**config.mk**
```make
export PLATFORM = sky130hd
export DESIGN_NAME = alu_muldiv_unit
export DESIGN_NICKNAME = d
export VERILOG_FILES = /design/src/rtl/alu_muldiv_seq_pkg.sv /design/src/rtl/alu_muldiv_seq_alu.sv /design/src/rtl/alu_muldiv_seq_unit.sv /design/src/rtl/alu_muldiv_seq.sv
export SDC_FILE = /design/constraint.sdc
export NUM_CORES = 1
export LEC_CHECK = 0
export CORE_ASPECT_RATIO = 1.2
export CORE_MARGIN = 5
export CORE_UTILIZATION = 24
export DETAILED_ROUTE_END_ITERATION = 10
export PLACE_DENSITY = 0.48
export SLEW_MARGIN = 40
export SYNTH_ARGS = -nofsm -noshare
export SYNTH_HDL_FRONTEND = slang
export SYNTH_SLANG_ARGS = --single-unit
```
**constraint.sdc**
```tcl
create_clock -name clk -period 11.05 [get_ports clk]
set_input_delay 1.105 -clock clk [delete_from_list [all_inputs] [get_ports clk]]
set_output_delay 1.105 -clock clk [all_outputs]
set_load 0.1 [all_outputs]
```
**src/rtl/alu_muldiv_seq_pkg.sv**
```systemverilog
// Shared encodings for the MUL/DIV sequencer and its ALU wrapper.
package alu_ctrl_pkg;

  localparam logic [2:0] ALU_OP_AND = 3'b000;
  localparam logic [2:0] ALU_OP_OR  = 3'b001;
  localparam logic [2:0] ALU_OP_ADD = 3'b010;

  localparam int ITER  = 16;
  localparam int CNT_W = $clog2(ITER);
  localparam logic [CNT_W-1:0] CNT_LAST = CNT_W'(ITER - 1);

  typedef enum logic {
    OP_MUL = 1'b0,
    OP_DIV = 1'b1
  } op_e;

  typedef enum logic [1:0] {
    IDLE = 2'd0,
    RUN  = 2'd1,
    FIN  = 2'd2
  } state_e;

endpackage

```
**src/rtl/alu_muldiv_seq_alu.sv**
```systemverilog
// 16-bit ripple ALU: AND / OR / ADD, with Bnegate inverting B and feeding carry-in.
module ALU_16bit
  import alu_ctrl_pkg::*;
(
  input  logic [15:0] a,
  input  logic [15:0] b,
  input  logic        Bnegate,
  input  logic [2:0]  Operation,
  output logic [15:0] Result,
  output logic        CarryOut
);

  logic [15:0] sum;
  logic [15:0] b_eff;
  logic        c;

  assign b_eff = b ^ {16{Bnegate}};

  always_comb begin
    sum = '0;
    c   = Bnegate;
    for (int i = 0; i < 16; i++) begin
      sum[i] = a[i] ^ b_eff[i] ^ c;
      c      = (a[i] & b_eff[i]) | (c & (a[i] ^ b_eff[i]));
    end
  end

  assign CarryOut = c;

  always_comb begin
    Result = '0;
    case (Operation)
      ALU_OP_AND: Result = a & b_eff;
      ALU_OP_OR:  Result = a | b_eff;
      ALU_OP_ADD: Result = sum;
      default:    Result = '0;
    endcase
  end

endmodule

```
**src/rtl/alu_muldiv_seq_unit.sv**
```systemverilog
// MUL/DIV unit: the sequencer closed around one ALU_16bit instance.
module alu_muldiv_unit
  import alu_ctrl_pkg::*;
(
  input  logic        clk,
  input  logic        rst_n,
  input  logic        start,
  input  logic        op,
  input  logic [15:0] opa,
  input  logic [15:0] opb,
  output logic        busy,
  output logic        done,
  output logic [15:0] res_hi,
  output logic [15:0] res_lo,
  output logic        div_by_zero
);

  logic [15:0] alu_a, alu_b, alu_result;
  logic        alu_bnegate, alu_cout;
  logic [2:0]  alu_op;

  alu_muldiv_seq #(.WIDTH(16)) u_seq (
    .clk         (clk),
    .rst_n       (rst_n),
    .start       (start),
    .op          (op),
    .opa         (opa),
    .opb         (opb),
    .busy        (busy),
    .done        (done),
    .res_hi      (res_hi),
    .res_lo      (res_lo),
    .div_by_zero (div_by_zero),
    .alu_a       (alu_a),
    .alu_b       (alu_b),
    .alu_bnegate (alu_bnegate),
    .alu_op      (alu_op),
    .alu_result  (alu_result),
    .alu_cout    (alu_cout)
  );

  ALU_16bit u_alu (
    .a         (alu_a),
    .b         (alu_b),
    .Bnegate   (alu_bnegate),
    .Operation (alu_op),
    .Result    (alu_result),
    .CarryOut  (alu_cout)
  );

endmodule

```
**src/rtl/alu_muldiv_seq.sv**
```systemverilog
// Sequencer turning one external 16-bit ALU into a shift-add MUL / restoring DIV unit.
// state | meaning
// IDLE  | waiting for start; results held
// RUN   | 16 iterations, one ALU pass each
// FIN   | done pulse, results valid
module alu_muldiv_seq
  import alu_ctrl_pkg::*;
#(
  parameter int WIDTH = 16
) (
  input  logic             clk,
  input  logic             rst_n,
  input  logic             start,
  input  logic             op,
  input  logic [WIDTH-1:0] opa,
  input  logic [WIDTH-1:0] opb,
  output logic             busy,
  output logic             done,
  output logic [WIDTH-1:0] res_hi,
  output logic [WIDTH-1:0] res_lo,
  output logic             div_by_zero,
  output logic [WIDTH-1:0] alu_a,
  output logic [WIDTH-1:0] alu_b,
  output logic             alu_bnegate,
  output logic [2:0]       alu_op,
  input  logic [WIDTH-1:0] alu_result,
  input  logic             alu_cout
);

  state_e           state_q;
  op_e              op_q;
  logic [CNT_W-1:0] cnt_q;
  logic [WIDTH-1:0] hi_q, lo_q, opnd_q;
  logic             busy_q, done_q, dbz_q;

  logic             run, is_div, t17, success;
  logic [WIDTH-1:0] t;

  assign run     = (state_q == RUN);
  assign is_div  = (op_q == OP_DIV);
  // Divider trial value: {rem, q[msb]} is 17 bits; the top bit forces success.
  assign t17     = hi_q[WIDTH-1];
  assign t       = {hi_q[WIDTH-2:0], lo_q[WIDTH-1]};
  assign success = t17 | alu_cout;

  assign alu_a       = run ? (is_div ? t : hi_q) : '0;
  assign alu_b       = run ? opnd_q : '0;
  assign alu_bnegate = run & is_div;
  assign alu_op      = run ? ALU_OP_ADD : 3'b000;

  assign busy        = busy_q;
  assign done        = done_q;
  assign res_hi      = hi_q;
  assign res_lo      = lo_q;
  assign div_by_zero = dbz_q;

  always_ff @(posedge clk or negedge rst_n) begin
    if (!rst_n) begin
      state_q <= IDLE;
      op_q    <= OP_MUL;
      cnt_q   <= '0;
      hi_q    <= '0;
      lo_q    <= '0;
      opnd_q  <= '0;
      busy_q  <= 1'b0;
      done_q  <= 1'b0;
      dbz_q   <= 1'b0;
    end else begin
      case (state_q)
        IDLE: begin
          if (start) begin
            op_q   <= op_e'(op);
            cnt_q  <= '0;
            busy_q <= 1'b1;
            opnd_q <= (op == OP_DIV) ? opb : opa;
            if (op == OP_DIV && opb == '0) begin
              hi_q    <= opa;
              lo_q    <= '1;
              dbz_q   <= 1'b1;
              done_q  <= 1'b1;
              state_q <= FIN;
            end else begin
              hi_q    <= '0;
              lo_q    <= (op == OP_DIV) ? opa : opb;
              dbz_q   <= 1'b0;
              state_q <= RUN;
            end
          end
        end
        RUN: begin
          if (is_div) begin
            hi_q <= success ? alu_result : t;
            lo_q <= {lo_q[WIDTH-2:0], success};
          end else if (lo_q[0]) begin
            {hi_q, lo_q} <= {alu_cout, alu_result, lo_q[WIDTH-1:1]};
          end else begin
            {hi_q, lo_q} <= {1'b0, hi_q, lo_q[WIDTH-1:1]};
          end
          cnt_q <= cnt_q + 1'b1;
          if (cnt_q == CNT_LAST) begin
            done_q  <= 1'b1;
            state_q <= FIN;
          end
        end
        FIN: begin
          done_q  <= 1'b0;
          busy_q  <= 1'b0;
          state_q <= IDLE;
        end
        default: begin
          done_q  <= 1'b0;
          busy_q  <= 1'b0;
          state_q <= IDLE;
        end
      endcase
    end
  end

endmodule

```
### Word-level counts from Yosys, hierarchy flattened

Index checks and enable logic that the tools add are counted.

* register bits: 58
* bits in latches: 0
* RAM bits: 0
* bits in read-only memories: 0
* bits of input ports: 36
* output and inout port bits: 35
* logic and storage cells: 144
* memories kept: 0

* add/subtract/negate cells: 1
* multipliers: 0
* div/mod/pow operators: 0
* $lt $le $gt $ge: 0
* eq/ne operators: 7
* shift operators: 0
* mux-type cells: 31
* bitwise logic cells: 86
* reductions and logical operators: 10

Operators with widths (number)
* $mux 16: 14
* $pmux 16 s2: 2
* $pmux 16 s3: 1
* $and 1x1->1: 33
* $xor 1x1->1: 32
* $or 1x1->1: 17
* $and 16x16->16: 1
* $logic_not 16->1: 1
* $or 16x16->16: 1
* $xor 16x16->16: 1
* $mux 2: 4
* $pmux 4 s2: 1
* $reduce_and 2->1: 4
* $mux 1: 5
* $add 4x1->4 const B: 1
* $eq 2x1->1 const B: 2
* $eq 4x4->1 const B: 1
* $mux 4: 1
* $ne 2x2->1 const B: 2
* $pmux 1 s2: 2
* $pmux 2 s2: 1
* $logic_not 3->1: 1
* $reduce_and 3->1: 1
* $eq 2x2->1 const B: 1
* other kinds (5): 5

### Logic depth before layout (Yosys ltp)

Gate-level depths: netlist (run 1).

* depth in word-level cells: 40
* depth in mapped cells: 29
* mapped depth without buffers: 24

### Hierarchy

A second synthesis (run 1) with hierarchy kept.

* cell total of the unflattened synthesis: 569
* area total of the unflattened synthesis: 5449.0 sq um

Modules (own cells, without submodules)
* alu_muldiv_seq: instances 1, cells each 406, area an instance 3941.3 sq um, sequential area each 1451.4 sq um
* ALU_16bit: instances 1, cells each 163, area an instance 1507.7 sq um, sequential area each 0.0 sq um

### Least setup slack after synthesis (run 1)

Ideal clock, no wire load.

* path kind: reg2reg
* start: register u_seq.lo_q[15] (netlist: u_seq.res_lo[15])
* end: register u_seq.hi_q[8] (netlist: u_seq.res_hi[8])
* library setup time: 0.132 ns
* data arrival time: 7.769 ns
* data required time: 10.918 ns
* path slack: 3.149 ns
* stages on the path, launching flop included: 27
* buffers on the path: 2
* clock period less this slack: 7.901 ns
* path through: dfrtp_1 -> inv_1 -> a311o_1 -> fa_1 -> fa_1 -> fa_1 -> fa_1 -> fa_1 -> fa_1 -> fa_1 -> fa_1 -> fa_1 -> fa_1 -> fa_1 -> fa_1 -> inv_1 -> fa_1 -> inv_1 -> fa_1 -> inv_1 -> fa_1 -> clkbuf_1 -> clkbuf_1 -> o21ai_0 -> o311a_1 -> nor3_1 -> o22ai_1

* longest elaborated chain between the ends: 39
* elaborated cells on any way between the ends: 44
* those cells by class: mux (7); bitwise (37)

Ends and longest elaborated chain
* start: declaration: RTL line alu_muldiv_seq.sv:33 `logic [WIDTH-1:0] hi_q, lo_q, opnd_q;`
* start signal: assignment: RTL line alu_muldiv_seq.sv:84 `lo_q <= (op == OP_DIV) ? opa : opb;`
* start signal: assignment: RTL line alu_muldiv_seq.sv:93 `lo_q <= {lo_q[WIDTH-2:0], success};`
* start signal: assignment: RTL line alu_muldiv_seq.sv:95 `{hi_q, lo_q} <= {alu_cout, alu_result, lo_q[WIDTH-1:1]};`
* $mux 16 * (2 in a row): RTL line alu_muldiv_seq.sv:46 `assign alu_a = run ? (is_div ? t : hi_q) : '0;`
* $xor 1x1->1: RTL line alu_muldiv_seq_alu.sv:24 `c = (a[i] & b_eff[i]) | (c & (a[i] ^ b_eff[i]));`
* $and 1x1->1: RTL line alu_muldiv_seq_alu.sv:24
* $or 1x1->1 *: RTL line alu_muldiv_seq_alu.sv:24
* $and 1x1->1 *: RTL line alu_muldiv_seq_alu.sv:24
* $or 1x1->1 *: RTL line alu_muldiv_seq_alu.sv:24
* $and 1x1->1 *: RTL line alu_muldiv_seq_alu.sv:24
* $or 1x1->1 *: RTL line alu_muldiv_seq_alu.sv:24
* [... 22 more ...]
* $and 1x1->1: RTL line alu_muldiv_seq_alu.sv:24
* $or 1x1->1: RTL line alu_muldiv_seq_alu.sv:24
* $and 1x1->1: RTL line alu_muldiv_seq_alu.sv:24
* $or 1x1->1: RTL line alu_muldiv_seq_alu.sv:24
* $or 1x1->1: RTL line alu_muldiv_seq.sv:44 `assign success = t17 | alu_cout;`
* $mux 16: RTL line alu_muldiv_seq.sv:92 `hi_q <= success ? alu_result : t;`
* $mux 16 *: RTL line alu_muldiv_seq.sv:91 `if (is_div) begin`
* $pmux 16 s2 *: RTL line alu_muldiv_seq.sv:69 `case (state_q)`
* end signal: assignment: RTL line alu_muldiv_seq.sv:92
* end signal: assignment: RTL line alu_muldiv_seq.sv:95
* end signal: assignment: RTL line alu_muldiv_seq.sv:97 `{hi_q, lo_q} <= {1'b0, hi_q, lo_q[WIDTH-1:1]};`
* end: declaration: RTL line alu_muldiv_seq.sv:33

Mark *: on every way between the ends. The rest lies on a longest branch, timed or not.
A chain may end at the register's enable or synchronous reset.

### Final worst setup path (run 1)

* start: register u_seq.state_q[1]
* end: register u_seq.hi_q[13] (netlist: u_seq.res_hi[13])

* longest elaborated chain between the ends: 40
* elaborated cells on any way between the ends: 87
* those cells by class: eq/ne (4); mux (8); bitwise (71); reduce/logical (4)

Ends and longest elaborated chain
* start: declaration: RTL line alu_muldiv_seq.sv:30 `state_e state_q;`
* start signal: assignment: RTL line alu_muldiv_seq.sv:59 `state_q <= IDLE;`
* start signal: assignment: RTL line alu_muldiv_seq.sv:81 `state_q <= FIN;`
* start signal: assignment: RTL line alu_muldiv_seq.sv:86 `state_q <= RUN;`
* $eq 2x1->1: RTL line alu_muldiv_seq.sv:39, alu_muldiv_seq.sv:69
* $mux 16 / $and 1x1->1 (equally long branches): RTL line alu_muldiv_seq.sv:47, alu_muldiv_seq.sv:48
* $xor 16x16->16: RTL line alu_muldiv_seq_alu.sv:17 `assign b_eff = b ^ {16{Bnegate}};`
* $xor 1x1->1: RTL line alu_muldiv_seq_alu.sv:24
* $and 1x1->1: RTL line alu_muldiv_seq_alu.sv:24
* $or 1x1->1: RTL line alu_muldiv_seq_alu.sv:24
* $and 1x1->1: RTL line alu_muldiv_seq_alu.sv:24
* $or 1x1->1: RTL line alu_muldiv_seq_alu.sv:24
* [... 24 more ...]
* $and 1x1->1: RTL line alu_muldiv_seq_alu.sv:24
* $or 1x1->1: RTL line alu_muldiv_seq_alu.sv:24
* $and 1x1->1: RTL line alu_muldiv_seq_alu.sv:24
* $or 1x1->1: RTL line alu_muldiv_seq_alu.sv:24
* $or 1x1->1: RTL line alu_muldiv_seq.sv:44
* $mux 16: RTL line alu_muldiv_seq.sv:92
* $mux 16: RTL line alu_muldiv_seq.sv:91
* $pmux 16 s2: RTL line alu_muldiv_seq.sv:69

Several ways; a longest one is shown, not always the timed one.

==> results of run 1 <==
==> synthesized netlist by cell type, types with 11 or more instances <==
cell type	n
a21oi_1	15
o21ai_1	20
o21ai_0	36
dfrtp_1	58
xor2_1	15
nand2_1	54
o22ai_1	28
mux2_1	28
mux2i_1	38
a211oi_1	15
a21oi_4	11
nor3_1	11
fa_1	15
clkbuf_1	39
nor2_1	24
o311a_1	13
==> worst paths after layout <==
check                                  start                 to  slack (ns)  depth (start not counted)
min in group asynchronous              rst_n   u_seq.res_lo[13]        0.87                          2
min reg2reg                u_seq.div_by_zero  u_seq.div_by_zero        0.49                          1
max reg2reg                 u_seq.state_q[1]   u_seq.res_hi[13]        3.00                         24
min                        u_seq.div_by_zero  u_seq.div_by_zero        0.49                          1
max                         u_seq.state_q[1]   u_seq.res_hi[13]        3.00                         24
max in group asynchronous              rst_n       u_seq.is_div        9.75                          2
==> metal layers <==
layer  part of all wire, %  GRT usage, %  vias up
li1                      -             -     1785
met1                    48         18.54     1830
met2                    46         20.52      105
met3                   4.4         2.384       13
met4                   1.7         4.459        0
met5                     0             0        -
==> area by class of cell <==
class / count / area share, %
inverters: 6 / 0.4181
multi-input cells: 358 / 50.89
well taps: 224 / 5.203
clock inverters: 2 / 0.1858
flip-flops and latches: 58 / 26.99
repair buffers: 79 / 11.22
clock buffers: 14 / 5.087
==> sequential cells by signal, indices dropped and copies added (netlist names) <==
name,flops
u_seq.div_by_zero,1
u_seq.cnt_q,4
u_seq.res_hi,16
u_seq.opnd_q,16
u_seq.busy,1
u_seq.is_div,1
u_seq.done,1
u_seq.res_lo,16
u_seq.state_q,2
==> kinds of logic after synthesis <==
logic type                 after synthesis  synth area share [%]
xor gates and xnor gates                18                 3.599
AOI/OAI and AO/OA                      147                 23.56
adders and majority gates               16                 7.141
and+or+nand+nor                        110                 11.97
buffers and inverters                   48                 4.456
DFF                                     58                 33.13
muxes                                   67                 16.14
==> layout by cell type, fill, tap and decap left out, types with 2 or more instances in the layout <==
| cell type | count |
|---|---|
| a211oi_1 | 15 |
| a21oi_1 | 15 |
| a21oi_4 | 11 |
| a22o_1 | 2 |
| and2_1 | 3 |
| buf_2 | 36 |
| buf_4 | 7 |
| buf_8 | 2 |
| clkbuf_1 | 2 |
| clkbuf_16 | 9 |
| clkbuf_8 | 3 |
| clkdlybuf4s50_1 | 33 |
| clkinv_2 | 2 |
| dfrtp_1 | 56 |
| dfrtp_2 | 2 |
| fa_1 | 14 |
| inv_1 | 6 |
| mux2_1 | 28 |
| mux2i_1 | 38 |
| nand2_1 | 54 |
| nand2b_1 | 2 |
| nand3_1 | 6 |
| nor2_1 | 23 |
| nor3_1 | 11 |
| nor4_4 | 2 |
| o21ai_0 | 36 |
| o21ai_1 | 20 |
| o22ai_1 | 28 |
| o311a_1 | 13 |
| xnor2_1 | 3 |
| xor2_1 | 15 |
==> worst register-to-register path, cell delays in order (launching register included) <==
cell	delay (ns)
dfrtp_1	0.46
nand2b_1	0.23
a311o_1	0.36
fa_1	0.41
fa_1	0.40
fa_1	0.42
fa_1	0.42
fa_1	0.40
fa_1	0.39
fa_1	0.41
fa_1	0.40
fa_1	0.39
fa_1	0.39
fa_1	0.39
fa_1	0.37
inv_1	0.07
fa_1	0.16
inv_1	0.06
fa_1	0.37
inv_1	0.08
fa_2	0.55
nor2_1	0.19
mux2_2	0.32
a211oi_1	0.23
nor3_1	0.08
==> stage by stage <==
step                hold WS, ns  util, %
floorplan                0.4669        -
global placement         0.4832    29.03
detailed placement       0.4821    28.26
CTS                      0.4959    29.84
global route             0.5196    29.86
finish                   0.4870    29.86
==> results.sh, run 1 <==
export IMPL_die_w_um=133.3
export IMPL_cts_root_buf="clkbuf_16"
export IMPL_io_pins=71
export IMPL_drt_vias_per_instance=5.038
export IMPL_nNetsFinal=564
export IMPL_cp_top_family="adder cells"
export IMPL_fmax_mhz=124.2
export IMPL_floorplan_initialDensity_pct=24.28
export IMPL_yosysWarnings=0
export IMPL_ys_flop_type="dfrtp_1"
export IMPL_seq_area_frac_synth_pct=33.13
export IMPL_syn_instance_count=464
export IMPL_crit_type="flip-flop to flip-flop"
export IMPL_end_kind="flip-flop"
export IMPL_crit_slowest_cell="fa_2"
export IMPL_post_cts_setup_buffer_count=0
export IMPL_synth_avg_cell_area_um2=9.441
export IMPL_rsz0062_at_grt="false"
export IMPL_multi_input_area_mm2=0.002741
export IMPL_cts_hold_buffers=0
export IMPL_synth_top_area_share_pct=33.13
export IMPL_hp_class="flip-flop to flip-flop"
export IMPL_wl_per_cell_um=18.54
export IMPL_slowest_delay_ns=0.55
export IMPL_drv_slew=0
export IMPL_crit_buf_inv=3
export IMPL_clock_sinks=58
export IMPL_first_pass_iters=4
export IMPL_pre_cts_ws_ns=3.076
export IMPL_drc=0
export IMPL_die_y_um=158.0
export IMPL_grt_pass1_wl_mm=22.09
export IMPL_die_area_mm2=0.02107
export IMPL_stdcell_area_mm2=0.005386
export IMPL_crit_arrival_ns=8.26
export IMPL_cts_resized=0
export IMPL_tns_ns=0
export IMPL_dp_cells=725
export IMPL_fill_cells=1899
export IMPL_synth_top_cells_by_area="dfrtp_1 (33%), mux2i_1 (8.7%), mux2_1 (7.2%)"
export IMPL_cts_tree="yes"
export IMPL_seqCellArea_mm2=0.001454
export IMPL_period_minus_slack_ns=8.053
export IMPL_cts_buffers=9
export IMPL_port_buffers=70
export IMPL_netlist_area_mm2=0.004380
export IMPL_slew_headroom_pct=44.34
export IMPL_ant_nets=0
export IMPL_cts_htree_levels=3
export IMPL_grt_overflow=0
export IMPL_async_flop_share_pct=100.0
export IMPL_drive_above_1_share_pct=15.86
export IMPL_worstPathMaxFanout=29
export IMPL_grt_pass1_vias=3860
export IMPL_critPathLaunchType="flip-flop"
export IMPL_status="finished clean"
export IMPL_antenna_cells=0
export IMPL_cts_reportedPaths_clkPinSlew_ns=0.05
export IMPL_synthDistinctLibCells=43
export IMPL_hpwl_mm=9.663
export IMPL_antenna_found_initial=0
export IMPL_finalSetupViolCount=0
export IMPL_finalNonFillerCells=741
export IMPL_maxCapViolations=0
export IMPL_cts_path_max_buffers=2
export IMPL_synth_edf_count=0
export IMPL_setup_ws_ns=2.997
export IMPL_post_dp_cell_area_mm2=0.005099
export IMPL_grt_max_degree=70
export IMPL_vias=3733
export IMPL_drt_wl_total_mm=13.74
export IMPL_cp_required_ns=11.26
export IMPL_fin_skew_ns=0.006768
export IMPL_first_iter_violations=169
export IMPL_ys_seq_elements=58
export IMPL_cpMostUsedCell="fa_1"
export IMPL_post_route_period_util_pct=72.87
export IMPL_area_growth_pct=22.96
export IMPL_rows=54
export IMPL_syn_num_nets=516
export IMPL_gp_congestion=0.8141
export IMPL_worstSkewPairLatency_ns=0.33
export IMPL_track_usage_pct=13.19
export IMPL_coreArea_mm2=0.01804
export IMPL_timing_hold_violations_final=0
export IMPL_synth_top_area_cell="dfrtp_1"
export IMPL_worst_slew_pin_slew_ns=0.8349
export IMPL_path_cells="nand2b_1, a311o_1, fa_1, fa_1, fa_1, fa_1, fa_1, fa_1, fa_1, fa_1, fa_1, fa_1, fa_1, fa_1, inv_1, fa_1, inv_1, fa_1, inv_1, fa_2, nor2_1, mux2_2, a211oi_1, nor3_1"
Power of run 1 is not shown: default switching activity piles up to over one toggle a cycle in this logic, so the estimate is an artifact.
==> inputs of run 2 (changes only) <==
Settings changed: PLACE_DENSITY 0.48 to 0.5.
Clock period 11.05 ns to 7.1 ns, I/O delays scaled along.
==> run 2 against run 1 <==
  * First-iteration DRC count increased by 7.1%
  * Fmax increased by 17%
  * Register-to-register slack got worse by 2.8 ns
  * Die area unchanged
  * Critical path depth unchanged
  * Sequential cell count unchanged
  * Final cell count increased by 1.1%
  * Design area increased by 3.2%
  * Global-route usage decreased by 0.061 points
  * Non-clock buffer count increased by 8
  * Critical endpoint unchanged
==> results.sh, run 2 (synthesis results as in run 1) <==
export IMPL_cts_reportedPaths_clkPinSlew_ns=0.05
export IMPL_vias=3798
export IMPL_dp_cells=733
export IMPL_cts_htree_levels=3
export IMPL_fmax_mhz=145.7
export IMPL_cts_path_max_buffers=2
export IMPL_die_area_mm2=0.02107
export IMPL_cts_hold_buffers=0
export IMPL_first_pass_iters=4
export IMPL_antenna_found_initial=0
export IMPL_crit_arrival_ns=7.08
export IMPL_fin_hold_ws_ns=0.4614
export IMPL_antenna_cells=0
export IMPL_drv_slew=0
export IMPL_first_iter_violations=181
export IMPL_grt_pass1_vias=4005
export IMPL_drt_wl_total_mm=13.71
export IMPL_fin_skew_ns=0.007412
export IMPL_crit_buf_inv=3
export IMPL_gp_congestion=0.8359
export IMPL_coreArea_mm2=0.01804
export IMPL_rows=54
export IMPL_ant_nets=0
export IMPL_rsz0062_at_grt="false"
export IMPL_io_pins=71
export IMPL_cts_root_buf="clkbuf_16"
export IMPL_mostFrequentLayoutCells="nand2_1 (54), dfrtp_1 (54), mux2i_1 (38), o21ai_0 (36), buf_2 (36)"
export IMPL_status="finished clean"
export IMPL_period_minus_slack_ns=6.865
export IMPL_path_cells="nand2b_4, a311o_1, fa_2, fa_2, fa_2, fa_2, fa_2, fa_2, fa_2, fa_2, fa_2, fa_2, fa_2, fa_1, inv_1, fa_2, inv_1, fa_2, inv_2, fa_2, nor2_2, mux2_2, a211oi_2, nor3_1"
export IMPL_maxCapViolations=0
export IMPL_cp_top_family="adder cells"
export IMPL_worstPathMaxFanout=4
export IMPL_die_y_um=158.0
export IMPL_worst_slew_pin_slew_ns=0.7602
export IMPL_wl_per_cell_um=18.30
export IMPL_slew_headroom_pct=48.94
export IMPL_cts_buffers=9
export IMPL_grt_max_degree=59
export IMPL_grt_pass1_wl_mm=21.89
export IMPL_cpMostUsedCell="fa_2"
export IMPL_cts_tree="yes"
export IMPL_cp_required_ns=7.31
export IMPL_drt_vias_per_instance=5.071
export IMPL_nNetsFinal=572
export IMPL_hp_class="input pin to asynchronous set/reset pin"
export IMPL_post_cts_setup_buffer_count=0
export IMPL_area_growth_pct=26.88
export IMPL_critPathLaunchType="flip-flop"
export IMPL_clock_sinks=58
export IMPL_finalNonFillerCells=749
export IMPL_post_route_period_util_pct=96.69
export IMPL_crit_type="flip-flop to flip-flop"
export IMPL_tns_ns=0
export IMPL_die_w_um=133.3
export IMPL_timing_hold_violations_final=0
export IMPL_grt_overflow=0
export IMPL_finalSetupViolCount=0
export IMPL_floorplan_initialDensity_pct=24.28
export IMPL_fill_cells=1836
export IMPL_slowest_delay_ns=0.38
export IMPL_worstSkewPairLatency_ns=0.33
export IMPL_track_usage_pct=13.13
export IMPL_hpwl_mm=9.862
export IMPL_port_buffers=70
export IMPL_drc=0
export IMPL_drive_above_1_share_pct=22.10
export IMPL_crit_slowest_cell="dfrtp_1"
export IMPL_end_kind="flip-flop"
==> run 2: cell types whose count changed in the layout (fill, tap and decap cells not counted), moves of 2 or more <==
cell	change
buf_4	+7
clkbuf_1	-2
dfrtp_1	-2
dfrtp_2	+2
fa_1	-13
fa_2	+13
nor3_1	-3
nor3_2	+3
==> run 2: worst reg2reg max path, cell delays in order (launching register included) <==
cell,delay [ns]
dfrtp_1,0.38
nand2b_4,0.15
a311o_1,0.33
fa_2,0.35
fa_2,0.36
fa_2,0.36
fa_2,0.36
fa_2,0.35
fa_2,0.35
fa_2,0.35
fa_2,0.35
fa_2,0.35
fa_2,0.34
fa_2,0.34
fa_1,0.36
inv_1,0.07
fa_2,0.18
inv_1,0.05
fa_2,0.33
inv_2,0.07
fa_2,0.28
nor2_2,0.10
mux2_2,0.30
a211oi_2,0.21
nor3_1,0.08
==> run 2: final timing paths <==
path / start / end / slack, ns / depth (start not counted)
setup / recovery: u_seq.state_q[1] / u_seq.res_hi[13] / 0.23 / 24
hold / removal: rst_n / u_seq.res_hi[13] / 0.46 / 2
setup reg to reg: u_seq.state_q[1] / u_seq.res_hi[13] / 0.23 / 24
hold reg to reg: u_seq.div_by_zero / u_seq.div_by_zero / 0.49 / 1
max in group asynchronous: rst_n / u_seq.res_hi[1] / 6.20 / 2
min in group clk: u_seq.div_by_zero / u_seq.div_by_zero / 0.49 / 1
==> run 2: area by class of cell <==
class / count / area, µm² / area share [%]
Tap cell: 224 / 280.3 / 5.043
Clock inverter: 5 / 52.55 / 0.9455
Timing Repair Buffer: 87 / 673.1 / 12.11
Sequential cell: 58 / 1456 / 26.20
Multi-Input combinational cell: 358 / 2820 / 50.74
Clock buffer: 11 / 252.7 / 4.547
Inverter: 6 / 22.52 / 0.4052
==> run 2: timing repair <==
action                     4_1_cts  5_1_grt
hold endpoints to repair         0        0
setup endpoints to repair        0       13
resized for setup                0       16
==> run 2: metal layers <==
metal	wire length [µm]	part of all wire (%)	up-vias	GRT usage (%)
met2	6462	47	101	21.18
met1	6458	47	1871	17.46
met3	473	3.5	17	2.034
met4	314	2.3	0	5.928
li1	-	-	1809	-
met5	0	0	-	0
==> run 2: metrics by stage <==
step | util [%] | setup slack (ns) | area (µm²)
2_1_floorplan | - | 0.03898 | 4478
3_3_place_gp | 29.60 | 0.2150 | 5339
3_5_place_dp | 28.72 | 0.1985 | 5181
4_1_cts | 30.41 | 0.1554 | 5487
5_1_grt | 30.81 | 0.02052 | 5558
6_report | 30.81 | 0.2348 | 5558
Power of run 2 is left out for the same reason.
